===== src/rtl/timer_pkg.sv =====
// Shared definitions for the timer sequencer: register map offsets,
// sequencer states, result codes and the latched command bundle.
package timer_pkg;

    localparam logic [31:0] OFF_CTRL   = 32'h00;
    localparam logic [31:0] OFF_LOAD   = 32'h04;
    localparam logic [31:0] OFF_WDMAX  = 32'h08;
    localparam logic [31:0] OFF_PWM    = 32'h0C;
    localparam logic [31:0] OFF_COUNT  = 32'h10;
    localparam logic [31:0] OFF_STATUS = 32'h14;

    typedef enum logic [3:0] {
        S_IDLE,
        S_WR_PWM,
        S_WR_WDMAX,
        S_WR_CTRL,
        S_WR_LOAD,
        S_SETTLE,
        S_POLL,
        S_DISARM,
        S_DONE
    } state_e;

    typedef enum logic [1:0] {
        RES_OK      = 2'b00,
        RES_TIMEOUT = 2'b01,
        RES_ABORT   = 2'b10,
        RES_BUS_ERR = 2'b11
    } result_e;

    typedef struct packed {
        logic [31:0] load;
        logic [31:0] pwm;
        logic [31:0] wdmax;
        logic [1:0]  mode;
        logic        keep;
    } cmd_t;

endpackage


===== src/rtl/timer_seq_if.sv =====
// Command side and timer register port of the sequencer in one bundle.
// master = sequencer view, slave = requester plus timer view.
interface timer_seq_if;

    logic        cmd_valid;
    logic        cmd_ready;
    logic [31:0] cmd_load;
    logic [31:0] cmd_pwm_thres;
    logic [31:0] cmd_wd_max;
    logic [2:0]  cmd_mode;
    logic        cmd_keep;
    logic        cmd_abort;
    logic        busy;
    logic        done;
    logic [1:0]  result;
    logic        t_rd_en;
    logic        t_wr_en;
    logic [31:0] t_address;
    logic [31:0] t_wr_data;
    logic [31:0] t_rd_data;
    logic        t_ready;
    logic        t_error;

    modport master (
        input  cmd_valid, cmd_load, cmd_pwm_thres, cmd_wd_max,
        input  cmd_mode, cmd_keep, cmd_abort,
        output cmd_ready, busy, done, result,
        output t_rd_en, t_wr_en, t_address, t_wr_data,
        input  t_rd_data, t_ready, t_error
    );

    modport slave (
        output cmd_valid, cmd_load, cmd_pwm_thres, cmd_wd_max,
        output cmd_mode, cmd_keep, cmd_abort,
        input  cmd_ready, busy, done, result,
        input  t_rd_en, t_wr_en, t_address, t_wr_data,
        output t_rd_data, t_ready, t_error
    );

endinterface


===== src/rtl/timer_seq.sv =====
// Bus-master sequencer: programs the timer, waits for expiry by polling
// status, optionally disarms it, then pulses done with a result code.
module timer_seq
    import timer_pkg::*;
#(
    parameter logic [31:0] TIMER_BASE   = 32'h4000_0000,
    parameter int          POLL_TIMEOUT = 1024
) (
    input  logic         clk,
    input  logic         rst,
    timer_seq_if.master  bus
);

    localparam int CW = $clog2(POLL_TIMEOUT + 1);
    localparam logic [CW-1:0] POLL_LAST = CW'(POLL_TIMEOUT - 1);

    state_e      state_q, state_d;
    cmd_t        cmd_q, cmd_d;
    logic [1:0]  settle_q, settle_d;
    logic [CW-1:0] poll_q, poll_d;
    result_e     code_q, code_d;
    result_e     result_q, result_d;
    logic        done_q, done_d;
    logic        rd_q, rd_d;
    logic        wr_q, wr_d;
    logic [31:0] addr_q, addr_d;
    logic [31:0] data_q, data_d;
    logic        ready_q, ready_d;
    logic        busy_q, busy_d;
    logic        active;
    logic        err_win;
    logic        unused_bits;

    assign unused_bits = ^{bus.cmd_mode[0], bus.t_rd_data[31:1]};

    assign active = state_q inside {S_WR_PWM, S_WR_WDMAX, S_WR_CTRL,
                                    S_WR_LOAD, S_SETTLE, S_POLL};
    // t_error reports on the write issued one cycle earlier
    assign err_win = (state_q inside {S_WR_WDMAX, S_WR_CTRL, S_WR_LOAD})
                   || (state_q == S_SETTLE && settle_q == 2'd0);

    always_comb begin
        state_d  = state_q;
        cmd_d    = cmd_q;
        settle_d = settle_q;
        poll_d   = poll_q;
        code_d   = code_q;
        unique case (state_q)
            S_IDLE: begin
                if (bus.cmd_valid) begin
                    cmd_d.load  = bus.cmd_load;
                    cmd_d.pwm   = bus.cmd_pwm_thres;
                    cmd_d.wdmax = bus.cmd_wd_max;
                    cmd_d.mode  = bus.cmd_mode[2:1];
                    cmd_d.keep  = bus.cmd_keep;
                    code_d      = RES_OK;
                    state_d     = S_WR_PWM;
                end
            end
            S_WR_PWM:   state_d = S_WR_WDMAX;
            S_WR_WDMAX: state_d = S_WR_CTRL;
            S_WR_CTRL:  state_d = S_WR_LOAD;
            S_WR_LOAD: begin
                settle_d = 2'd0;
                state_d  = S_SETTLE;
            end
            S_SETTLE: begin
                if (settle_q == 2'd2) begin
                    poll_d  = '0;
                    state_d = S_POLL;
                end else begin
                    settle_d = settle_q + 2'd1;
                end
            end
            S_POLL: begin
                if (poll_q == POLL_LAST) begin
                    code_d  = RES_TIMEOUT;
                    state_d = S_DISARM;
                end else if (bus.t_ready && bus.t_rd_data[0]) begin
                    code_d  = RES_OK;
                    state_d = cmd_q.keep ? S_DONE : S_DISARM;
                end else begin
                    poll_d = poll_q + CW'(1);
                end
            end
            S_DISARM: state_d = S_DONE;
            S_DONE:   state_d = S_IDLE;
            default:  state_d = S_IDLE;
        endcase
        if (active && bus.cmd_abort) begin
            code_d  = RES_ABORT;
            state_d = S_DISARM;
        end else if (err_win && bus.t_error) begin
            code_d  = RES_BUS_ERR;
            state_d = S_DISARM;
        end
    end

    // Outputs are decoded from the next state so they register with it
    always_comb begin
        rd_d     = 1'b0;
        wr_d     = 1'b0;
        addr_d   = '0;
        data_d   = '0;
        done_d   = 1'b0;
        result_d = result_q;
        ready_d  = (state_d == S_IDLE);
        busy_d   = (state_d != S_IDLE);
        unique case (state_d)
            S_WR_PWM: begin
                wr_d   = 1'b1;
                addr_d = TIMER_BASE + OFF_PWM;
                data_d = cmd_d.pwm;
            end
            S_WR_WDMAX: begin
                wr_d   = 1'b1;
                addr_d = TIMER_BASE + OFF_WDMAX;
                data_d = cmd_d.wdmax;
            end
            S_WR_CTRL: begin
                wr_d   = 1'b1;
                addr_d = TIMER_BASE + OFF_CTRL;
                data_d = {29'b0, cmd_d.mode, 1'b1};
            end
            S_WR_LOAD: begin
                wr_d   = 1'b1;
                addr_d = TIMER_BASE + OFF_LOAD;
                data_d = cmd_d.load;
            end
            S_POLL: begin
                rd_d   = 1'b1;
                addr_d = TIMER_BASE + OFF_STATUS;
            end
            S_DISARM: begin
                wr_d   = 1'b1;
                addr_d = TIMER_BASE + OFF_CTRL;
            end
            S_DONE: begin
                done_d   = 1'b1;
                result_d = code_d;
            end
            default: ;
        endcase
    end

    always_ff @(posedge clk or negedge rst) begin
        if (!rst) begin
            state_q  <= S_IDLE;
            cmd_q    <= '0;
            settle_q <= '0;
            poll_q   <= '0;
            code_q   <= RES_OK;
            result_q <= RES_OK;
            done_q   <= 1'b0;
            rd_q     <= 1'b0;
            wr_q     <= 1'b0;
            addr_q   <= '0;
            data_q   <= '0;
            ready_q  <= 1'b1;
            busy_q   <= 1'b0;
        end else begin
            state_q  <= state_d;
            cmd_q    <= cmd_d;
            settle_q <= settle_d;
            poll_q   <= poll_d;
            code_q   <= code_d;
            result_q <= result_d;
            done_q   <= done_d;
            rd_q     <= rd_d;
            wr_q     <= wr_d;
            addr_q   <= addr_d;
            data_q   <= data_d;
            ready_q  <= ready_d;
            busy_q   <= busy_d;
        end
    end

    assign bus.cmd_ready = ready_q;
    assign bus.busy      = busy_q;
    assign bus.done      = done_q;
    assign bus.result    = result_q;
    assign bus.t_rd_en   = rd_q;
    assign bus.t_wr_en   = wr_q;
    assign bus.t_address = addr_q;
    assign bus.t_wr_data = data_q;

endmodule


===== src/flat_wrapper.sv =====
// flat-port wrapper written by rule: the top's interface ports become plain ports
module timer_seq_flat import timer_pkg::*;
#(
    parameter logic [31:0] TIMER_BASE   = 32'h4000_0000,
    parameter int          POLL_TIMEOUT = 1024
)
  (clk, rst, bus_cmd_valid, bus_cmd_load, bus_cmd_pwm_thres, bus_cmd_wd_max, bus_cmd_mode, bus_cmd_keep, bus_cmd_abort, bus_cmd_ready, bus_busy, bus_done, bus_result, bus_t_rd_en, bus_t_wr_en, bus_t_address, bus_t_wr_data, bus_t_rd_data, bus_t_ready, bus_t_error);
  timer_seq_if bus_i ();
  input  logic clk;
  input  logic rst;
  input wire logic [$bits(bus_i.cmd_valid)-1:0] bus_cmd_valid;
  input wire logic [$bits(bus_i.cmd_load)-1:0] bus_cmd_load;
  input wire logic [$bits(bus_i.cmd_pwm_thres)-1:0] bus_cmd_pwm_thres;
  input wire logic [$bits(bus_i.cmd_wd_max)-1:0] bus_cmd_wd_max;
  input wire logic [$bits(bus_i.cmd_mode)-1:0] bus_cmd_mode;
  input wire logic [$bits(bus_i.cmd_keep)-1:0] bus_cmd_keep;
  input wire logic [$bits(bus_i.cmd_abort)-1:0] bus_cmd_abort;
  output wire logic [$bits(bus_i.cmd_ready)-1:0] bus_cmd_ready;
  output wire logic [$bits(bus_i.busy)-1:0] bus_busy;
  output wire logic [$bits(bus_i.done)-1:0] bus_done;
  output wire logic [$bits(bus_i.result)-1:0] bus_result;
  output wire logic [$bits(bus_i.t_rd_en)-1:0] bus_t_rd_en;
  output wire logic [$bits(bus_i.t_wr_en)-1:0] bus_t_wr_en;
  output wire logic [$bits(bus_i.t_address)-1:0] bus_t_address;
  output wire logic [$bits(bus_i.t_wr_data)-1:0] bus_t_wr_data;
  input wire logic [$bits(bus_i.t_rd_data)-1:0] bus_t_rd_data;
  input wire logic [$bits(bus_i.t_ready)-1:0] bus_t_ready;
  input wire logic [$bits(bus_i.t_error)-1:0] bus_t_error;
  assign bus_i.cmd_valid = bus_cmd_valid;
  assign bus_i.cmd_load = bus_cmd_load;
  assign bus_i.cmd_pwm_thres = bus_cmd_pwm_thres;
  assign bus_i.cmd_wd_max = bus_cmd_wd_max;
  assign bus_i.cmd_mode = bus_cmd_mode;
  assign bus_i.cmd_keep = bus_cmd_keep;
  assign bus_i.cmd_abort = bus_cmd_abort;
  assign bus_cmd_ready = bus_i.cmd_ready;
  assign bus_busy = bus_i.busy;
  assign bus_done = bus_i.done;
  assign bus_result = bus_i.result;
  assign bus_t_rd_en = bus_i.t_rd_en;
  assign bus_t_wr_en = bus_i.t_wr_en;
  assign bus_t_address = bus_i.t_address;
  assign bus_t_wr_data = bus_i.t_wr_data;
  assign bus_i.t_rd_data = bus_t_rd_data;
  assign bus_i.t_ready = bus_t_ready;
  assign bus_i.t_error = bus_t_error;
  timer_seq #(.TIMER_BASE(TIMER_BASE), .POLL_TIMEOUT(POLL_TIMEOUT)) u_core (.clk(clk), .rst(rst), .bus(bus_i));
endmodule

===== config.mk =====
export PLATFORM = sky130hd
export DESIGN_NAME = timer_seq_flat
export DESIGN_NICKNAME = d
export VERILOG_FILES = /design/src/rtl/timer_pkg.sv /design/src/rtl/timer_seq_if.sv /design/src/rtl/timer_seq.sv /design/src/flat_wrapper.sv
export SDC_FILE = /design/constraint.sdc
export NUM_CORES = 1
export LEC_CHECK = 0
export CORE_MARGIN = 1
export CORE_UTILIZATION = 46
export DETAILED_ROUTE_END_ITERATION = 8
export DONT_BUFFER_PORTS = 1
export GPL_TIMING_DRIVEN = 0
export PLACE_DENSITY = 0.65
export SYNTH_ARGS = -nofsm -noshare
export SYNTH_HDL_FRONTEND = slang
export SYNTH_SLANG_ARGS = --single-unit

===== constraint.sdc =====
create_clock -name clk -period 4.05 [get_ports clk]
set_input_delay 0.2025 -clock clk [delete_from_list [all_inputs] [get_ports clk]]
set_output_delay 0.2025 -clock clk [all_outputs]
set_load 0.01 [all_outputs]

==> results by group, run 1 <==
Clock tree
  • Root buf cell: clkbuf_16
  • Post-CTS sizing: 0
  • Setup Fix Bufs, Post-CTS: 0
  • CTS Buf Count: 17
  • Sink Count: 129
  • Clock Tree Buf Depth: 2
  • CTS tree: built
  • Hold buffer count at CTS: about 100
  • Clock Latency Late Sink: between 0.4 and 0.5 ns
  • H-tree depth: 4
  • Clock-pin slew on the worst setup and hold paths: around 0.060 ns

Synthesis
  • Synth top area share: a little under three fifths
  • Most numerous cell in the Yosys netlist: dfrtp_1
  • Post-synth top cells: dfrtp_1 (128), nand2_1 (86), mux2_2 (65)
  • Post-synth top flop: dfrtp_1
  • Synth Instances: roughly 480
  • Cell area after synthesis: roughly 0.0057 mm^2
  • Post-Synth Adder-Cell Area: less than 1%
  • Largest family of logic cells by synthesized area: multiplexers
  • XOR/XNOR share of the synthesized area: 1.23%
  • Register area share after synthesis: between 50% and 60%
  • Synth unique cells: 55
  • Syn. warnings: 0
  • Avg Cell Area, Syn: around 12 um^2
  • Post-synth EDFFs: 0
  • FF+latch count, synth: roughly 130
  • Async S/R FF share, synth: 100%
  • Area contributors post-synth: dfrtp_1 (56%), mux2_2 (13%), nand2_1 (5.7%), buf_4 (4.6%), a22oi_1 (4.3%)
  • Compound-Gate Fraction of Synth Area: under 10%
  • Post-synthesis mux area share: a little over an eighth
  • Synth Area in Simple Gates: between 10% and 20%
  • Leading area contributor after synthesis: dfrtp_1

Floorplanning
  • Area of the core: 0.0121 mm^2
  • Die Area: between 0.01 and 0.015 mm^2
  • Die width: about 110 um
  • Io pins: around 210
  • Initial Utilization: a little under half
  • Num rows: 40
  • Die H: roughly 110 um

Timing
  • Setup Skew: between 0.005 and 0.006 ns
  • Rel. slew slack: approximately 51%
  • Slew Viols, Final: 0
  • Post-route minimum period: around 2.4 ns
  • Fin crit share: roughly three fifths
  • TNS Setup: 0 ns
  • Fmax: approximately 0.4 GHz
  • Hold_ws: roughly 0.024 ns
  • Worst Tran Pin Value: between 0.7 and 0.8 ns
  • Final Hold Vio Count: 0
  • Final setup viols: 0
  • RSZ-0062 raised after global routing: false

Critical path
  • RR Endpoint: u_core.bus.t_wr_data[2]$_DFF_PN0_
  • Worst reg2reg setup slack: between 1.5 and 2 ns
  • Crit Path Class: reg2reg
  • Crit path max fanout: 7
  • Slowest CP cell: nor3_1
  • Critical path data required time: 4.34 ns
  • Setup crit end kind: flop
  • Reg2Reg Depth: 6
  • Cell Chain, Critical Path: ha_1 > nand4b_1 > nor3_1 > a211oi_2 > mux2i_1 > o21ai_0
  • Critical Path Source Type: flop
  • CP peak stage delay: around 0.64 ns
  • RR Startpoint: u_core.poll_q[0]$_DFFE_PN0P_
  • Worst EP arrival: between 2 and 3 ns

Pwr
  • Overall Power: slightly above 5 mW
  • P per Cell Area: about 660 mW/mm^2
  • Max IR drop VDD: ~0.24 mV
  • Pleak: about 3.6 nW

Layout
  • Synthesis-to-finish area growth: 35.3%
  • Layout cells sized above 1: ~25%
  • ANT cells: 0
  • NumNets Final: roughly 770
  • Design area: 0.00771 mm^2

Place
  • IO Port Bufs: 0
  • Placer Congestion: ~0.81
  • Dpl hpwl: ~9200 um
  • Placed inst area: approximately 0.006 mm^2

Drt
  • WL final: ~15000 um
  • DRC viols: 0
  • Vias per inst: just over 5
  • DRT Pass-1 Iters: 4
  • Initial drt markers: around 240
  • Wire length per cell: around 19 um
  • Vias post-DR: about 4100
  • Post-DRT Antenna Nets: 0

Worst hold path
  • Hold path depth: 2
  • Hold EP: u_core.state_q[1]$_DFF_PN0_
  • Min-delay src: bus_t_error
  • HP Class: in2reg

GRT
  • Total Routing Usage GR: 24.6%
  • Initial antenna violation count: 0
  • Pin count of the biggest net entering global routing: 130
  • Vias in the first global route: 4441
  • First-pass GRT wire length: 23400 um
  • Grt total ovfl: 0

Run
  • Max cap viols: 0

Status
  • Status: finished clean
-- final cells by class --
| class | count | area [um^2] |
|---|---|---|
| inverters | 4 | 15.0 |
| clock inverters | 14 | 234 |
| well taps | 168 | 210 |
| repair buffers | 101 | 1030 |
| multi-input cells | 319 | 2170 |
| clock buffers | 18 | 439 |
| flip-flops and latches | 129 | 3230 |
| fillers | 902 | 4350 |
| plain buffers | 54 | 384 |
-- metal layers --
| layer | up-vias | share of wire [%] | global-route usage (%) |
|---|---|---|---|
| met4 | 0 | 2.8 | 11.8 |
| met2 | 145 | 52 | 43.0 |
| met3 | 35 | 6.3 | 7.66 |
| met1 | 2033 | 39 | 27.3 |
| met5 | - | 0 | 0 |
| li1 | 1911 | - | - |
-- cells in the final DEF (no fill, tap or decap), types with 3 or more instances in the layout --
master | Yosys | routed
dfrtp_1 | 128 | 128
conb_1 | 1 | 28
clkinv_2 | 0 | 4
buf_6 | 6 | 6
buf_2 | 4 | 4
dlygate4sd3_1 | 0 | 100
clkbuf_1 | 9 | 9
mux2i_1 | 3 | 3
clkbuf_16 | 0 | 17
o21ai_0 | 6 | 6
o211ai_1 | 3 | 3
nor2b_1 | 3 | 3
bufinv_16 | 0 | 6
nand2_1 | 86 | 86
inv_1 | 4 | 4
a22oi_1 | 33 | 33
and3_1 | 5 | 5
buf_4 | 35 | 35
mux2_2 | 65 | 65
nor3_1 | 9 | 9
nor2_1 | 12 | 12
nand3_1 | 11 | 11
xor2_1 | 5 | 5
ha_1 | 3 | 3
xnor2_1 | 3 | 3
nand4_1 | 4 | 4
-- cells by family after synthesis --
group                    count (synthesis)
XOR/XNOR                                 8
flip-flops                             129
other                                    1
AND/OR/NAND/NOR                        153
adder cells (fa/ha/maj)                  3
AO/OA/AOI/OAI                           59
multiplexers                            68
buffers and inverters                   58
-- critical path, delay by kind of cell (launching register included) --
kind	cells	cell delay, ns
adders and majority gates	1	0.33
and+or+nand+nor	2	0.91
muxes	1	0.23
DFF	1	0.47
AOI/OAI and AO/OA	2	0.36
-- worst max-delay path by stage --
stage	from	cells after the start	slack [ns]	end
final	u_core.poll_q[0]$_DFFE_PN0P_	6	1.60	u_core.bus.t_wr_data[2]$_DFF_PN0_
after global routing	u_core.poll_q[0]$_DFFE_PN0P_	6	1.49	u_core.bus.t_address[2]$_DFF_PN0_
after CTS	u_core.poll_q[0]$_DFFE_PN0P_	6	1.64	u_core.bus.busy$_DFF_PN0_
after detailed placement	u_core.poll_q[0]$_DFFE_PN0P_	6	1.66	u_core.bus.busy$_DFF_PN0_
after global placement	u_core.poll_q[0]$_DFFE_PN0P_	6	1.68	u_core.bus.busy$_DFF_PN0_
after floorplan	u_core.poll_q[0]$_DFFE_PN0P_	6	2.03	u_core.bus.busy$_DFF_PN0_
-- report_power, final --
group | internal, mW | leakage (nW) | switching (mW)
clock | 1.17 | 0.330 | 0.576
combinational | 0.652 | 1.65 | 0.715
sequential | 1.75 | 1.65 | 0.249
total | 3.57 | 3.63 | 1.54
-- metrics by stage --
stage | setup WS (ns) | instances | utilization [%]
after floorplan | 2.03 | 506 | -
after global placement | 1.68 | 674 | 49.9
after detailed placement | 1.66 | 674 | 49.9
after CTS | 1.64 | 807 | 64.0
after global routing | 1.49 | 807 | 64.0
final | 1.60 | 807 | 64.0
-- sequential cells by signal (all words and copies together), names as in the netlist --
signal,count
u_core.bus.busy,1
u_core.poll_q,11
u_core.bus.t_wr_data,32
u_core.bus.t_address,4
u_core.bus.done,1
u_core.state_q,4
u_core.cmd_q,67
u_core.bus.result,2
u_core.bus.cmd_ready,1
u_core.settle_q,2
u_core.code_q,2
u_core.bus.t_wr_en,1
u_core.bus.t_rd_en,1
No activity file was read; power rests on OpenSTA's default activity.
==> run 2: changes to the inputs <==
==> constraint.sdc (replaced) <==
create_clock -name clk -period 2.4 [get_ports clk]
set_input_delay 0.12 -clock clk [delete_from_list [all_inputs] [get_ports clk]]
set_output_delay 0.12 -clock clk [all_outputs]
set_load 0.01 [all_outputs]
==> run 2 against run 1 <==
  * Die area unchanged
  * Combinational power is 66% higher
  * The run now ends with negative hold slack left
  * Highest routed layer unchanged
  * Power rose by 68%
  * Non-clock buffer count increased by 2
==> results by group, run 2 (synthesis gave the netlist of run 1 again) <==
Critical path
  • Worst EP arrival: approximately 2.6 ns
  • RR Endpoint: u_core.bus.busy$_DFF_PN0_
  • Crit Path Class: reg2reg
  • Critical Path Source Type: flop
  • Cell Chain, Critical Path: ha_1 > nand4b_1 > nor3_2 > a211oi_2 > nand2_2 > or3_1
  • CP peak stage delay: between 0.4 and 0.5 ns
  • Setup crit end kind: flop
  • Setup crit start: u_core.poll_q[0]$_DFFE_PN0P_
  • Critical path data required time: 2.69 ns
  • Crit path max fanout: 7
  • Worst reg2reg setup slack: about 0.044 ns
  • Critical Path Sink: u_core.bus.busy$_DFF_PN0_
  • Reg2Reg Depth: 6
  • RR Startpoint: u_core.poll_q[0]$_DFFE_PN0P_
  • Slowest CP cell: a211oi_2

Status
  • Failing checks: negative hold slack
  • Status: finished with violations

Floorplanning
  • Initial Utilization: 47.3%
  • Die width: 113 um
  • Io pins: about 210
  • Area of the core: approximately 0.012 mm^2
  • Die Area: 0.0128 mm^2
  • Num rows: 40
  • Die H: 113 um

Layout
  • Most common cell after layout, fill and taps aside: dfrtp_1
  • Largest Register: u_core.cmd_q
  • Layout cells sized above 1: ~25%
  • Synthesis-to-finish area growth: 35.5%
  • ANT cells: 0
  • Most frequent cells in the layout: dfrtp_1 (128), dlygate4sd3_1 (103), nand2_1 (86)
  • NumNets Final: between 700 and 800
  • Max reg flops: 67

Clock tree
  • Hold buffer count at CTS: 103
  • H-tree depth: 4
  • Clock Latency Late Sink: ~0.42 ns
  • Sink Count: between 100 and 150
  • CTS Buf Count: 17
  • Clock-pin slew on the worst setup and hold paths: around 0.060 ns
  • Clock Tree Buf Depth: 2
  • Root buf cell: clkbuf_16
  • CTS tree: built
  • Setup Fix Bufs, Post-CTS: 0

Drt
  • Post-DRT Antenna Nets: 0
  • Vias per inst: 5.14
  • Wire length per cell: 19.0 um
  • WL final: 15300 um
  • Initial drt markers: approximately 270
  • Vias post-DR: approximately 4200
  • DRT Pass-1 Iters: 5
  • DRC viols: 0

Timing
  • Slew Viols, Final: 0
  • Final Hold Vio Count: around 130
  • Final setup viols: 0
  • Rel. slew slack: roughly 59%
  • Fmax: between 0.4 and 0.5 GHz
  • Setup Skew: ~0.0094 ns
  • Post-route minimum period: 2.36 ns
  • Fin crit share: a little over nine tenths
  • Final worst slack: ~0.044 ns
  • RSZ-0062 raised after global routing: true
  • Worst Tran Pin Value: roughly 0.61 ns
  • Hold_ws: -0.608 ns

GRT
  • Vias in the first global route: 4493
  • First-pass GRT wire length: about 24000 um
  • Initial antenna violation count: 0
  • Grt total ovfl: 0
  • Pin count of the biggest net entering global routing: between 100 and 150
  • Total Routing Usage GR: between 20% and 30%

Worst hold path
  • HP Class: in2async

Pwr
  • Max IR drop VDD: 0.404 mV
  • Overall Power: around 8.6 mW
  • Pleak: between 3 and 4 nW
  • P per Cell Area: 1110 mW/mm^2

Place
  • Placer Congestion: 0.813
  • IO Port Bufs: 0
  • Dpl hpwl: between 9000 and 10000 um
  • Post-Place Setup Slack: approximately 0.0074 ns

Run
  • Max cap viols: 0
run 2: cell type report:
cell class | instances | area [um^2]
sequential | 129 | 3230
buffer | 54 | 389
tap | 168 | 210
clock inverter | 14 | 234
inverter | 4 | 15.0
multi-input combinational | 319 | 2180
clock buffer | 18 | 439
timing repair buffer | 103 | 1030
fill | 916 | 4330
run 2: worst max-delay path, delay by kind of cell (launching register included):
| family | cells | cell delay, ns |
|---|---|---|
| flip-flops | 1 | 0.46 |
| AND/OR/NAND/NOR | 4 | 0.98 |
| AO/OA/AOI/OAI | 1 | 0.47 |
| adder cells (fa/ha/maj) | 1 | 0.32 |
run 2: per-layer routing:
metal  global-route usage (%)  share of wire (%)  wire, um  vias up
met4                     10.6                2.0       313        0
met5                        0                  0         0        -
met3                     8.09                6.5       992       29
met1                     27.6                 39      5960     2047
li1                         -                  -         -     1911
met2                     43.8                 53      8060      173
run 2: worst min-delay path by stage:
stage	depth (start not counted)	from	endpoint
finish	0	rst	u_core.bus.t_wr_data[20]$_DFF_PN0_
global route	0	rst	u_core.bus.t_wr_data[15]$_DFF_PN0_
CTS	0	rst	u_core.cmd_q[18]$_DFF_PN0_
detailed placement	0	rst	u_core.cmd_q[18]$_DFF_PN0_
global placement	0	rst	u_core.cmd_q[82]$_DFF_PN0_
floorplan	0	rst	u_core.bus.busy$_DFF_PN0_
run 2: power by group:
part | switching (mW) | internal, mW | total, mW
Combinational | 1.18 | 1.10 | 2.28
Sequential | 0.429 | 2.95 | 3.38
Clock | 0.972 | 1.97 | 2.95
Total | 2.58 | 6.03 | 8.61
run 2: stage by stage:
stage | TNS, ns | util [%] | cells | hold WS [ns] | area, um^2
floorplan | 0 | - | 506 | -0.176 | 5800
global placement | 0 | 49.9 | 674 | -0.173 | 6010
detailed placement | 0 | 49.9 | 674 | -0.173 | 6010
CTS | 0 | 64.0 | 809 | -0.620 | 7720
global route | -0.0693 | 64.1 | 809 | -0.625 | 7730
finish | 0 | 64.1 | 809 | -0.608 | 7730
run 2: what timing repair did:
item,4_1_cts,5_1_grt
pin swaps,1,0
hold endpoints to repair,233,129
setup endpoints to repair,1,23
gates resized for setup,1,8
==> run 3: changes to the inputs <==
--- a/config.mk
+++ b/config.mk
@@ -11,6 +11,7 @@
 export DONT_BUFFER_PORTS = 1
 export GPL_TIMING_DRIVEN = 0
 export PLACE_DENSITY = 0.65
+export SETUP_SLACK_MARGIN = 0.05
 export SYNTH_ARGS = -nofsm -noshare
 export SYNTH_HDL_FRONTEND = slang
 export SYNTH_SLANG_ARGS = --single-unit
==> run 3 against run 2 <==
  * The run still ends with negative hold slack left
  * Sequential cell count unchanged
  * First-iteration DRC count up 16%
  * Utilization up 0.33 points
  * Cell count up 0.25%
==> results by group, run 3 (synthesis gave the netlist of run 1 again) <==
Critical path
  • Critical path data required time: 2.69 ns
  • Critical Path Source Type: flop
  • Crit path max fanout: 6
  • Crit Path Class: reg2reg
  • Setup crit end kind: flop
  • Worst EP arrival: 2.55 ns

Clock tree
  • CTS Buf Count: 17
  • Clock Latency Late Sink: roughly 0.42 ns
  • Clock-pin slew on the worst setup and hold paths: about 0.060 ns
  • H-tree depth: 4
  • Root buf cell: clkbuf_16
  • Sink Count: ~130
  • Hold buffer count at CTS: between 100 and 150
  • Clock Tree Buf Depth: 2
  • CTS tree: built

Pwr
  • Overall Power: between 8 and 9 mW
  • Pleak: about 3.7 nW
  • P per Cell Area: between 1000 and 1500 mW/mm^2
  • Max IR drop VDD: slightly above 0.4 mV

GRT
  • Initial antenna violation count: 0
  • Total Routing Usage GR: between 20 and 25%
  • Pin count of the biggest net entering global routing: 130
  • Grt total ovfl: 0
  • First-pass GRT wire length: around 24000 um
  • Vias in the first global route: ~4500

Worst hold path
  • HP Class: in2async

Drt
  • Vias per inst: a little over 5
  • WL final: 15300 um
  • DRC viols: 0
  • DRT Pass-1 Iters: 4
  • Initial drt markers: ~310
  • Vias post-DR: approximately 4200
  • Wire length per cell: between 15 and 20 um
  • Post-DRT Antenna Nets: 0

Layout
  • Max reg flops: 67
  • Layout cells sized above 1: 26.0%
  • Most common cell after layout, fill and taps aside: dfrtp_1
  • Most frequent cells in the layout: dfrtp_1 (127), dlygate4sd3_1 (103), nand2_1 (86)
  • NumNets Final: roughly 770
  • ANT cells: 0
  • Fillers: 908
  • Fin cells: 811
  • Largest Register: u_core.cmd_q
  • Reg area: ~0.0032 mm^2
  • Synthesis-to-finish area growth: 36.2%
  • Multi-input logic area: approximately 0.0022 mm^2

Timing
  • Fin crit share: a little over nine tenths
  • RSZ-0062 raised after global routing: false
  • Slew Viols, Final: 0
  • Hold_ws: -0.608 ns
  • Final worst slack: between 0.1 and 0.15 ns
  • Fmax: roughly 0.44 GHz
  • Setup Skew: 0.00802 ns
  • TNS Setup: 0 ns
  • Final Hold Vio Count: between 100 and 150
  • Rel. slew slack: roughly three fifths
  • Post-route minimum period: between 2 and 2.5 ns
  • Final setup viols: 0
  • Worst Tran Pin Value: roughly 0.59 ns

Place
  • Dpl hpwl: around 9000 um
  • Cells after DPL: between 600 and 700
  • Placer Congestion: between 0.8 and 0.9
  • Post-Place Setup Slack: around 0.0074 ns
  • IO Port Bufs: 0

Floorplanning
  • Area of the core: roughly 0.012 mm^2
  • Die Area: 0.0128 mm^2
  • Io pins: between 200 and 250
  • Die H: between 100 and 150 um
  • Initial Utilization: 47.3%
  • Die width: about 110 um
  • Num rows: 40

Run
  • Max cap viols: 0

Status
  • Failing checks: negative hold slack
  • Status: finished with violations
==> run 3: changes by cell type in the layout (fill, tap and decap cells not counted), sizes merged <==
cell and delta:
buf +3, clkbuf -1
==> run 3: power breakdown <==
group	internal [mW]	switching, mW
Combinational	1.13	1.20
Sequential	2.96	0.429
Clock	1.97	0.970
==> run 3: area by class of cell <==
class	instances	area share (%)
inverters	4	0.193
clock buffers	18	5.65
repair buffers	105	13.5
well taps	168	2.71
plain buffers	54	5.03
flip-flops and latches	129	41.6
multi-input cells	319	28.4
clock inverters	14	3.01
==> run 3: metal layers <==
layer  GRT usage, %  share of wire [%]
met4           10.6                2.2
met5              0                  0
met3           8.09                6.6
met2           43.8                 53
met1           27.6                 39
==> run 3: what timing repair did <==
action                     in CTS  in global routing
setup buffers                   0                  2
resized for setup               1                 16
hold endpoints to repair      233                129
setup endpoints to repair       5                 33
gates cloned                    0                  0
pin swaps                       1                  3
==> run 3: through the flow <==
step                      instance area, um^2  hold slack, ns  utilization (%)
after floorplan                          5800          -0.176                -
after global placement                   6010          -0.173             49.9
after detailed placement                 6010          -0.173             49.9
after CTS                                7720          -0.620             64.0
after global routing                     7770          -0.625             64.4
final                                    7770          -0.608             64.4
==> run 3: critical path, stage by stage, from the launching register on <==
cell and delay, ns:
dfrtp_1 0.46, ha_2 0.29, nand4b_1 0.25, o31ai_4 0.39, o21ai_2 0.09, and3_4 0.18, buf_6 0.12, or3_1 0.36
==> run 3: worst paths after layout <==
path                       slack (ns)  cells past startpoint                                  to                          from
max                              0.13                      7           u_core.bus.busy$_DFF_PN0_  u_core.poll_q[1]$_DFFE_PN0P_
min                             -0.61                      0  u_core.bus.t_wr_data[15]$_DFF_PN0_                           rst
max reg2reg                      0.13                      7           u_core.bus.busy$_DFF_PN0_  u_core.poll_q[1]$_DFFE_PN0P_
min reg2reg                      0.48                      2          u_core.cmd_q[68]$_DFF_PN0_    u_core.cmd_q[68]$_DFF_PN0_
max in group asynchronous        2.79                      0        u_core.poll_q[0]$_DFFE_PN0P_                           rst
min in group clk                 0.03                      3          u_core.cmd_q[67]$_DFF_PN0_                 bus_cmd_valid
